`config.mk`:
```
export PLATFORM = sky130hd
export DESIGN_NAME = stopwatch_display
export DESIGN_NICKNAME = d
export VERILOG_FILES = /design/src/rtl/stopwatch_display.sv
export SDC_FILE = /design/constraint.sdc
export NUM_CORES = 1
export LEC_CHECK = 0
export CORE_MARGIN = 4
export CORE_UTILIZATION = 30
export CTS_BUF_LIST = sky130_fd_sc_hd__clkbuf_8
export DETAILED_ROUTE_END_ITERATION = 10
export PLACE_DENSITY = 0.54
export SYNTH_ARGS = -nofsm -noshare
export SYNTH_HDL_FRONTEND = slang
export SYNTH_SLANG_ARGS = --single-unit
```
`constraint.sdc`:
```
create_clock -name clk -period 5.9 [get_ports clk]
set_clock_uncertainty 0.1 [all_clocks]
set_input_delay 0.59 -clock clk [delete_from_list [all_inputs] [get_ports clk]]
set_output_delay 0.59 -clock clk [all_outputs]
set_load 0.02 [all_outputs]
```
`src/rtl/stopwatch_display.sv`:
```
// stopwatch_display: renders binary MM:SS from the stopwatch as a 4-digit
// multiplexed common-anode 7-segment display (all outputs active-low).
// Binary to BCD conversion uses a shared iterative double-dabble engine.
// Minutes are converted first, then seconds. The results are committed in a
// single LOAD cycle so the display never shows a half-updated time.
module stopwatch_display #(
  parameter int SCAN_DIV = 1000
) (
  input  logic       clk,
  input  logic       rst,
  input  logic [7:0] minutes,
  input  logic [5:0] seconds,
  input  logic [1:0] status,
  output logic [3:0] an,
  output logic [6:0] seg,
  output logic       dp_n,
  output logic       ovf,
  output logic [1:0] dbg_state
);

  localparam int CW = (SCAN_DIV > 1) ? $clog2(SCAN_DIV) : 1;
  localparam logic [CW-1:0] SCAN_LAST = CW'(SCAN_DIV - 1);

  typedef enum logic [1:0] {
    IDLE     = 2'd0,
    CONV_MIN = 2'd1,
    CONV_SEC = 2'd2,
    LOAD     = 2'd3
  } conv_state_t;

  conv_state_t   state;
  logic [CW-1:0] scan_cnt;
  logic [1:0]    idx;
  logic [2:0]    bit_cnt;
  logic [7:0]    bcd_acc;     // BCD accumulator of the double-dabble engine
  logic [7:0]    bin_sh;      // binary shift register, MSB shifted out first
  logic [7:0]    min_bcd;     // finished minutes BCD, held until LOAD
  logic [5:0]    cap_sec;     // clamped seconds waiting for their turn
  logic [1:0]    cap_status;
  logic          cap_ovf;
  logic [15:0]   disp_bcd;    // {min tens, min units, sec tens, sec units}
  logic [1:0]    disp_status;
  logic [15:0]   dd_next;
  logic [3:0]    cur_digit;
  logic          scan_wrap;
  logic          capture;
  logic [7:0]    min_clamped;
  logic [5:0]    sec_clamped;

  assign dbg_state   = state;
  assign scan_wrap   = (scan_cnt == SCAN_LAST);
  // One capture per frame, at the end of the minutes-tens slot.
  assign capture     = scan_wrap && (idx == 2'd3) && (state == IDLE);
  assign min_clamped = (minutes > 8'd99) ? 8'd99 : minutes;
  assign sec_clamped = (seconds > 6'd59) ? 6'd59 : seconds;

  // One double-dabble iteration: add 3 to BCD nibbles >= 5, then shift left.
  // Values never exceed 99, so two BCD nibbles are enough and the bit that
  // leaves the top of the accumulator is always zero.
  function automatic logic [15:0] dd_step(input logic [15:0] x);
    logic [7:0] b;
    b = x[15:8];
    if (b[3:0] >= 4'd5) b[3:0] = b[3:0] + 4'd3;
    if (b[7:4] >= 4'd5) b[7:4] = b[7:4] + 4'd3;
    return {b[6:0], x[7:0], 1'b0};
  endfunction

  function automatic logic [6:0] encode(input logic [3:0] d);
    logic [6:0] s;
    case (d)
      4'd0:    s = 7'h40;
      4'd1:    s = 7'h79;
      4'd2:    s = 7'h24;
      4'd3:    s = 7'h30;
      4'd4:    s = 7'h19;
      4'd5:    s = 7'h12;
      4'd6:    s = 7'h02;
      4'd7:    s = 7'h78;
      4'd8:    s = 7'h00;
      4'd9:    s = 7'h10;
      default: s = 7'h7F;
    endcase
    return s;
  endfunction

  assign dd_next = dd_step({bcd_acc, bin_sh});

  // Scan timebase: each digit stays enabled for SCAN_DIV cycles.
  always_ff @(posedge clk) begin
    if (rst) begin
      scan_cnt <= '0;
      idx      <= 2'd0;
    end else if (scan_wrap) begin
      scan_cnt <= '0;
      idx      <= idx + 2'd1;
    end else begin
      scan_cnt <= scan_cnt + CW'(1);
    end
  end

  // Converter FSM: capture, convert minutes then seconds, commit together.
  always_ff @(posedge clk) begin
    if (rst) begin
      state       <= IDLE;
      bit_cnt     <= 3'd0;
      bcd_acc     <= 8'd0;
      bin_sh      <= 8'd0;
      min_bcd     <= 8'd0;
      cap_sec     <= 6'd0;
      cap_status  <= 2'd0;
      cap_ovf     <= 1'b0;
      disp_bcd    <= 16'd0;
      disp_status <= 2'd0;
      ovf         <= 1'b0;
    end else begin
      case (state)
        IDLE: begin
          if (capture) begin
            bin_sh     <= min_clamped;
            cap_sec    <= sec_clamped;
            cap_status <= status;
            cap_ovf    <= (minutes > 8'd99);
            bcd_acc    <= 8'd0;
            bit_cnt    <= 3'd0;
            state      <= CONV_MIN;
          end
        end
        CONV_MIN: begin
          if (bit_cnt == 3'd7) begin
            // Last minutes iteration: park the result, reload with seconds.
            min_bcd <= dd_next[15:8];
            bcd_acc <= 8'd0;
            bin_sh  <= {cap_sec, 2'b00};
            bit_cnt <= 3'd0;
            state   <= CONV_SEC;
          end else begin
            {bcd_acc, bin_sh} <= dd_next;
            bit_cnt           <= bit_cnt + 3'd1;
          end
        end
        CONV_SEC: begin
          {bcd_acc, bin_sh} <= dd_next;
          if (bit_cnt == 3'd5) begin
            state <= LOAD;
          end else begin
            bit_cnt <= bit_cnt + 3'd1;
          end
        end
        LOAD: begin
          disp_bcd    <= {min_bcd, bcd_acc};
          disp_status <= cap_status;
          ovf         <= cap_ovf;
          state       <= IDLE;
        end
        default: state <= IDLE;
      endcase
    end
  end

  // Select the BCD digit belonging to the active scan position.
  always_comb begin
    cur_digit = 4'd0;
    case (idx)
      2'd0: cur_digit = disp_bcd[3:0];
      2'd1: cur_digit = disp_bcd[7:4];
      2'd2: cur_digit = disp_bcd[11:8];
      2'd3: cur_digit = disp_bcd[15:12];
      default: cur_digit = 4'd0;
    endcase
  end

  // Registered display drive; the colon sits on the minutes-units digit and
  // blinks with the seconds-units parity while running.
  always_ff @(posedge clk) begin
    if (rst) begin
      an   <= 4'b1111;
      seg  <= 7'h7F;
      dp_n <= 1'b1;
    end else begin
      an  <= ~(4'b0001 << idx);
      seg <= encode(cur_digit);
      if (idx == 2'd2) begin
        dp_n <= (disp_status == 2'b01) ? disp_bcd[0] : 1'b0;
      end else begin
        dp_n <= 1'b1;
      end
    end
  end

endmodule

```
# Yosys cells after proc, flatten, opt, wreduce, memory -nomap -nowiden
# Memory sizes are Yosys's and may differ from the RTL's. A register that Yosys moved wholly into a read port is not among the register bits.
# Cells that the tools add are included.
[totals]
out_inout_bits = 15
input_bits = 18
mem_count = 1
word_cells = 74
ff_bits = 74
romBits = 112
[op_classes]
shifts = 1
n_mux = 20
add_sub_neg = 5
eq_ne = 14
reduce_logical = 12
n_lt_le_gt_ge = 4
bitwise_logic = 2
[memory_table]
columns = ["memory", "words", "width", "read_ports", "rd_clocked_by_memory_dff", "write_ports", "line_no", "text"]
rows = [
  ["(name not given)", 16, 7, 1, 1, 0, "70", "case (d)"],
]
[op_table]
columns = ["op", "n"]
rows = [
  ["case mux 8 bit (3 select lines)", 2],
  ["two-way mux 8 bit", 5],
  ["case mux 4 bit (4 select lines)", 1],
  ["two-way mux 3 bit", 4],
  ["adder 10 x 1 -> 10 bit, second input constant", 1],
  ["== test 10 bit, second input constant", 1],
  ["case mux 3 bit (3 select lines)", 1],
  ["== test 2 bit, second input constant", 4],
  [">= comparator 4 x 3 -> 1 bit, second input constant", 2],
  ["greater-than comparator 8 x 7 -> 1 bit, second input constant", 1],
  ["inequality test 2 bit, second input constant", 4],
  ["case mux 2 bit (4 select lines)", 1],
  ["== test 2 x 1 -> 1 bit, second input constant", 3],
  ["== test 3 bit, second input constant", 2],
  ["greater-than comparator 6 bit, second input constant", 1],
  ["two-way mux 2 bit", 3],
  ["two-way mux 6 bit", 1],
  ["AND reduction 2 bit", 3],
  ["AND reduction 3 bit", 2],
  ["adder 4 x 2 -> 4 bit, second input constant", 1],
  ["zero test 2 bit", 2],
  ["two-way mux 4 bit", 1],
  ["inverter 4 bit", 1],
  ["OR reduction 2 bit", 2],
  ["8 further kinds", 9],
]

# Longest topological paths before layout
# Gate-level depths: netlist of the first run.
[logic_depth]
depth_word = 5
ltp_mapped = 9
mapped_depth_nobuf = 9

# Worst setup path after synthesis of the first run
# OpenSTA, ideal clock, no wires.
[synth_path]
kind = "reg2reg"
start = "register idx[0]"
end = "register seg[6]"
t_required_ns = 5.677
stages_incl_launch_ff = 10
setup_time_ns = 0.123
t_arrival_ns = 2.021
synth_period_minus_slack_ns = 2.244
n_path_buf = 0
slack_ns = 3.656
path_cell_list = "dfxtp_1 -> inv_1 -> ha_1 -> a222oi_1 -> mux2_2 -> inv_1 -> ha_1 -> nor3_1 -> a21oi_1 -> or2_2"
[synth_between]
elab_chain_cells = 2
word_cells_on_any_way = 5
cone_classes = "3 x eq/ne; 1 x mux; 1 x reduce/logical"
[synth_lines]
columns = ["item", "line_no", "text"]
rows = [
  ["start: declaration", "33", "logic [1:0] idx;"],
  ["start signal: assignment", "95", "idx <= idx + 2'd1;"],
  ["== test 2 bit (tied with other cells)", "163", "case (idx)"],
  ["case mux 4 bit (4 select lines) (*)", "163", ""],
  ["end: declaration", "15", "output logic [6:0] seg,"],
]
# Mark *: on every way between the ends. The rest lies on a longest branch, timed or not.
# A chain may end at the register's enable or synchronous reset.

# Worst setup path after layout of the first run
# Same ends and word-level chain as after synthesis.

==> results.json, run 1 <==
{
  "dp_slack_ps": 3432,
  "grt_pass1_vias": 2732,
  "avgRoutedWirePerCell_um": 13.27,
  "crit_path_end_kind": "flop",
  "r2r_slack_ps": 3410,
  "wl_mm": 7.894,
  "syn_area_per_cell_um2": 8.767,
  "endpoint": "seg[6]$_SDFF_PP1_",
  "boundaryPins": 33,
  "synth_fa_ha_area_share_pct": 7.153,
  "r2r-end": "seg[6]$_SDFF_PP1_",
  "fp.dieW_um": 118.7,
  "yosysSeqAreaShare_pct": 44.14,
  "cts.path.max_buffers": 2,
  "cts_hold_buf": 0,
  "ys_async_sr_fraction_pct": 0,
  "post_cts_buffers": 0,
  "cp.required_ps": 6050,
  "rsz0062_at_grt": "no",
  "hpwlAfterDp_mm": 5.614,
  "path_delay_family": "simple AND/OR/NAND/NOR gates",
  "synthesis.nets": 458,
  "vdd_ir_drop_max_mv": 0.1095,
  "regToRegStartpoint": "idx[0]$_SDFFE_PP0N_",
  "p_per_area_nw_per_um2": 284.4,
  "clk_latency_ps": 360,
  "grt_pass1_wl_mm": 13.57,
  "cts_resized": 0,
  "critPathKind": "flop to flop",
  "leakage_nw": 1.556,
  "cts.sinks": 81,
  "relSlewSlack_pct": 24.02,
  "synth_edf_count": 0,
  "io_buffers": 32,
  "vias": 2903,
  "cts-root-buf": "clkbuf_8",
  "synth-xor-area-share_pct": 2.623,
  "start_kind": "flop",
  "path_clk_slew_ps": 80,
  "postLayoutSetupSlackWorst_ps": 3415,
  "grt-ovfl-total": 0,
  "grt_usage_pct": 11.72,
  "post-route-period-util_pct": 42.12,
  "max_freq_mhz": 402.4,
  "netlist.area_leader.share_pct": 44.14,
  "routabilityCongestion": 0.7404,
  "crit_cells": 9,
  "status": "finished clean",
  "ant_nets": 0,
  "synth.area.top_cells": "dfxtp_1 44%, ha_1 7.2%, mux2i_1 6.5%, nor2_1 5.7%, nand2_1 4.8%",
  "area_growth_pct": 17.61,
  "worst_path_largest_cell_delay_ps": 400,
  "fp.dieH_um": 118.7,
  "synth_top_area_cell": "dfxtp_1",
  "layout-drive-gt1-share_pct": 6.920,
  "synth-warning-count": 0,
  "hold_viol_final": 0,
  "cts_buffers": 9,
  "vias_per_cell": 4.879,
  "synth_top_family_by_area": "simple AND/OR/NAND/NOR gates",
  "start_util_pct": 30.58,
  "arrival_ps": 2630,
  "worstPathMaxFanout": 5,
  "synthTopCellsByCount": "81 x dfxtp_1, 56 x nor2_1, 47 x nand2_1",
  "r2r_cells": 9,
  "drv_slew": 0,
  "synthMuxAreaShare_pct": 7.459,
  "placementRows": 40,
  "synth_flop_cell": "dfxtp_1",
  "setup_viol": 0,
  "die_area_um2": 14080,
  "slowest_stage": "dfxtp_1",
  "max_cap_viol_count": 0,
  "antenna_found_initial": 0,
  "min_path_type": "flop to flop",
  "num-fill-cells": 1239,
  "worstMarginPinSlew_ps": 1140,
  "synthesis.area_um2": 3674,
  "synth_cell_types": 48,
  "core_um2": 12010,
  "tritoncts": "done",
  "netlist_instances": 419,
  "worstPathCellList": "inv_1, ha_1, a222oi_1, mux2_2, inv_1, ha_1, nor3_1, a21oi_1, or2_2",
  "ys_seq_elements": 81,
  "final_nets": 482,
  "yosys.area_share.simple_pct": 19.96,
  "critPathBufInv": 2,
  "antennaDiodeCount": 0,
  "synth-compound-area-share_pct": 14.03,
  "setup.worst_path.start": "idx[0]$_SDFFE_PP0N_",
  "synth_most_common_cell": "dfxtp_1",
  "h-tree-depth": 3,
  "detail_route.first_pass.iterations": 4,
  "drc": 0,
  "grt_max_degree": 73,
  "drt_iter0_markers": 214,
  "fin_crit_ps": 2485,
  "fin_setup_tns_ps": 0
}
## worst min path at each step
stage / start / endpoint / slack, ps / depth (start not counted)
CTS: scan_cnt[0]$_SDFF_PP0_ / scan_cnt[0]$_SDFF_PP0_ / 350 / 1
global route: scan_cnt[0]$_SDFF_PP0_ / scan_cnt[0]$_SDFF_PP0_ / 370 / 1
floorplan: scan_cnt[0]$_SDFF_PP0_ / scan_cnt[0]$_SDFF_PP0_ / 310 / 1
finish: scan_cnt[0]$_SDFF_PP0_ / scan_cnt[0]$_SDFF_PP0_ / 340 / 1
detailed placement: scan_cnt[0]$_SDFF_PP0_ / scan_cnt[0]$_SDFF_PP0_ / 330 / 1
global placement: scan_cnt[0]$_SDFF_PP0_ / scan_cnt[0]$_SDFF_PP0_ / 330 / 1
## flip-flops by register name, summed over array words and instances (netlist names)
register     cells
idx              2
bin_sh           8
dbg_state        2
cap_status       2
seg              7
disp_bcd        16
an               4
ovf              1
bcd_acc          8
dp_n             1
cap_ovf          1
cap_sec          6
min_bcd          8
scan_cnt        10
disp_status      2
bit_cnt          3
## power by group
group	switching, mW	internal [mW]	leakage, nW
clock network	0.208	0.251	0.113
logic	0.107	0.0711	0.787
registers	0.0169	0.574	0.656
## worst register-to-register path, delay by kind of cell (launching register included)
family                     cells  cell delay [ps]
AOI/OAI and AO/OA              2              450
adders and majority gates      2              460
buffers and inverters          2              190
muxes                          1              270
DFF                            1              400
and+or+nand+nor                2              510
## final cells by class
cell class / count / area, um2 / area share (%)
well taps: 147 / 183.9 / 4.257
multi-input cells: 296 / 1882 / 43.56
inverters: 22 / 82.58 / 1.911
flip-flops and latches: 81 / 1622 / 37.53
repair buffers: 33 / 322.8 / 7.472
clock inverters: 6 / 90.09 / 2.085
clock buffers: 10 / 137.6 / 3.186
## layout by cell type (no fill, tap or decap), types with 5 or more instances in the layout
cell and instances:
inv_1 22, nor3_1 15, nand2_1 47, or3_1 5, nand2b_1 5, a211oi_1 7, o21ai_0 9, nor2_1 56
dfxtp_1 81, nand3_1 14, mux2i_1 24, xnor2_1 8, clkdlybuf4s50_1 31, clkbuf_8 10, a21oi_1 33, ha_1 21
## cell families after synthesis
logic type / Yosys count
XOR/XNOR: 11
AO/OA/AOI/OAI: 76
adder cells (fa/ha/maj): 21
multiplexers: 27
AND/OR/NAND/NOR: 161
buffers and inverters: 42
flip-flops: 81
## stage by stage
stage	area, um2	instances	total power, mW	hold WS [ps]	util, %
finish	4320	595	1.229	339.9	35.97
CTS	4320	595	1.247	345.3	35.97
global route	4320	595	1.297	367.3	35.97
floorplan	3674	419	0.7291	313.0	-
global placement	4093	579	0.7819	326.0	34.07
detailed placement	4093	579	0.7830	333.0	34.07
## per-layer routing
| layer | vias up | wire, um | global-route usage [%] |
|---|---|---|---|
| met5 | - | 0 | 0 |
| met2 | 65 | 3502 | 18.01 |
| li1 | 1491 | - | - |
| met1 | 1338 | 3925 | 16.06 |
| met3 | 9 | 335 | 2.775 |
| met4 | 0 | 131 | 4.127 |
Note: power is estimated with default switching activity, not from simulation.
==> inputs of run 2 (changes only) <==
==> constraint.sdc (replaced) <==
create_clock -name clk -period 2.47 [get_ports clk]
set_clock_uncertainty 0.1 [all_clocks]
set_input_delay 0.247 -clock clk [delete_from_list [all_inputs] [get_ports clk]]
set_output_delay 0.247 -clock clk [all_outputs]
set_load 0.02 [all_outputs]
==> run 2 against run 1 <==
  * Count of clock-buffer cells in the layout shrank 1
  * Largest cell class unchanged
  * Global-route usage grew 0.25 points
  * Sequential share of layout area shrank 0.25 points
  * Power grew 130%
  * Combinational power grew to 2.6 times the previous value
  * Largest power group unchanged
==> results.json, run 2 (synthesis results as in run 1) <==
{
  "status": "finished clean",
  "setup.worst_path.start": "idx[0]$_SDFFE_PP0N_",
  "ant_nets": 0,
  "grt_max_degree": 36,
  "grt.met2_usage_pct": 18.54,
  "arrival_ps": 2470,
  "final_core_util_pct": 36.24,
  "setup_viol": 0,
  "busiest_layer": "met2",
  "grt_usage_pct": 11.97,
  "top_regs": "disp_bcd x16, scan_cnt x10",
  "fin_setup_tns_ps": 0,
  "crit_cells": 9,
  "drt_iter0_markers": 185,
  "fin_crit_ps": 2315,
  "hpwlAfterDp_mm": 5.814,
  "fp.dieW_um": 118.7,
  "crit_path_end_kind": "flop",
  "largest_reg_flops": 16,
  "endpoint": "seg[6]$_SDFF_PP1_",
  "post_cts_buffers": 0,
  "start_kind": "flop",
  "worst_path_largest_cell_delay_ps": 370,
  "die_area_um2": 14080,
  "max_cap_viol_count": 0,
  "dpl.cell_count": 585,
  "gr-usage-met3_pct": 3.780,
  "regMostFlops": "disp_bcd",
  "vias": 2932,
  "worstMarginPinSlew_ps": 642.8,
  "vias_per_cell": 4.879,
  "core_um2": 12010,
  "antenna_found_initial": 0,
  "critPathKind": "flop to flop",
  "detail_route.first_pass.iterations": 4,
  "leakage_nw": 1.592,
  "vdd_ir_drop_max_mv": 0.2363,
  "post-route-period-util_pct": 93.71,
  "slowest_stage": "dfxtp_2",
  "antennaDiodeCount": 0,
  "cts_resized": 0,
  "h-tree-depth": 3,
  "path_delay_family": "simple AND/OR/NAND/NOR gates",
  "grtUsageMet1_pct": 15.94,
  "grt_pass1_vias": 2822,
  "cts_buffers": 9,
  "fp.dieH_um": 118.7,
  "cts_hold_buf": 0,
  "wl_mm": 8.101,
  "regToRegStartpoint": "idx[0]$_SDFFE_PP0N_",
  "grt_pass1_wl_mm": 13.72,
  "r2r_slack_ps": 160,
  "drv_slew": 0,
  "layout-drive-gt1-share_pct": 8.590,
  "worstPathCellList": "inv_1, ha_1, a222oi_1, mux2_4, inv_1, ha_1, nor3_2, a21oi_1, or2_2",
  "cts.path.max_buffers": 2,
  "area_growth_pct": 18.49,
  "min_path_type": "primary input to flop",
  "avgRoutedWirePerCell_um": 13.48,
  "boundaryPins": 33,
  "r2r_cells": 9,
  "critPathBufInv": 2,
  "dp_slack_ps": 18.82,
  "r2r-end": "seg[6]$_SDFF_PP1_",
  "num-fill-cells": 1249,
  "holdWs_ps": 287.3,
  "cts.sinks": 81,
  "grt-ovfl-total": 0,
  "placementRows": 40,
  "clk_latency_ps": 360,
  "hold_viol_final": 0,
  "path_clk_slew_ps": 90,
  "fin_cells": 601,
  "tritoncts": "done",
  "final_cell_mix": "80 x dfxtp_1, 56 x nor2_1, 47 x nand2_1",
  "start_util_pct": 30.58,
  "postLayoutSetupSlackWorst_ps": 155.5,
  "final_common_cell": "dfxtp_1",
  "rsz0062_at_grt": "no",
  "relSlewSlack_pct": 57.15,
  "cp.required_ps": 2630,
  "max_freq_mhz": 432.1,
  "routabilityCongestion": 0.7729,
  "io_buffers": 32,
  "worstPathMaxFanout": 5,
  "final_nets": 488,
  "drc": 0,
  "p_per_area_nw_per_um2": 657.0,
  "cts-root-buf": "clkbuf_8"
}
run 2: through the flow:
step	power [mW]	cell area (um2)
floorplan	1.742	3674
global placement	1.891	4138
detailed placement	1.898	4138
CTS	2.902	4339
global route	3.007	4353
finish	2.860	4353
run 2: report_power, final:
part	total, mW	internal, mW	leakage [nW]	switching, mW
Sequential	1.41	1.37	0.656	0.0405
Clock	0.992	0.475	0.100	0.516
Combinational	0.457	0.194	0.836	0.263
run 2: how the worst min path moves through the flow:
stage,start,end,slack [ps],cells after the start
3_3_place_gp,scan_cnt[0]$_SDFF_PP0_,scan_cnt[0]$_SDFF_PP0_,320,1
6_report,rst,disp_status[1]$_SDFFE_PP0N_,290,2
2_1_floorplan,seconds[3],cap_sec[3]$_SDFFE_PP0P_,280,2
4_1_cts,rst,scan_cnt[4]$_SDFF_PP0_,280,2
3_5_place_dp,scan_cnt[0]$_SDFF_PP0_,scan_cnt[0]$_SDFF_PP0_,330,1
5_1_grt,rst,disp_status[1]$_SDFFE_PP0N_,300,2
run 2: area by class of cell:
class | instances | area [um2] | area share (%)
Inverter | 22 | 82.58 | 1.897
Sequential cell | 81 | 1623 | 37.28
Timing Repair Buffer | 39 | 367.9 | 8.451
Multi-Input combinational cell | 296 | 1894 | 43.52
Tap cell | 147 | 183.9 | 4.225
Clock buffer | 9 | 123.9 | 2.846
Clock inverter | 7 | 77.57 | 1.782
run 2: layer usage:
metal | share of wire, % | vias to the layer above | wire length, um
met4 | 1.4 | 0 | 116
li1 | - | 1502 | -
met1 | 49 | 1375 | 4009
met2 | 45 | 46 | 3650
met3 | 4.0 | 9 | 324
met5 | 0 | - | 0
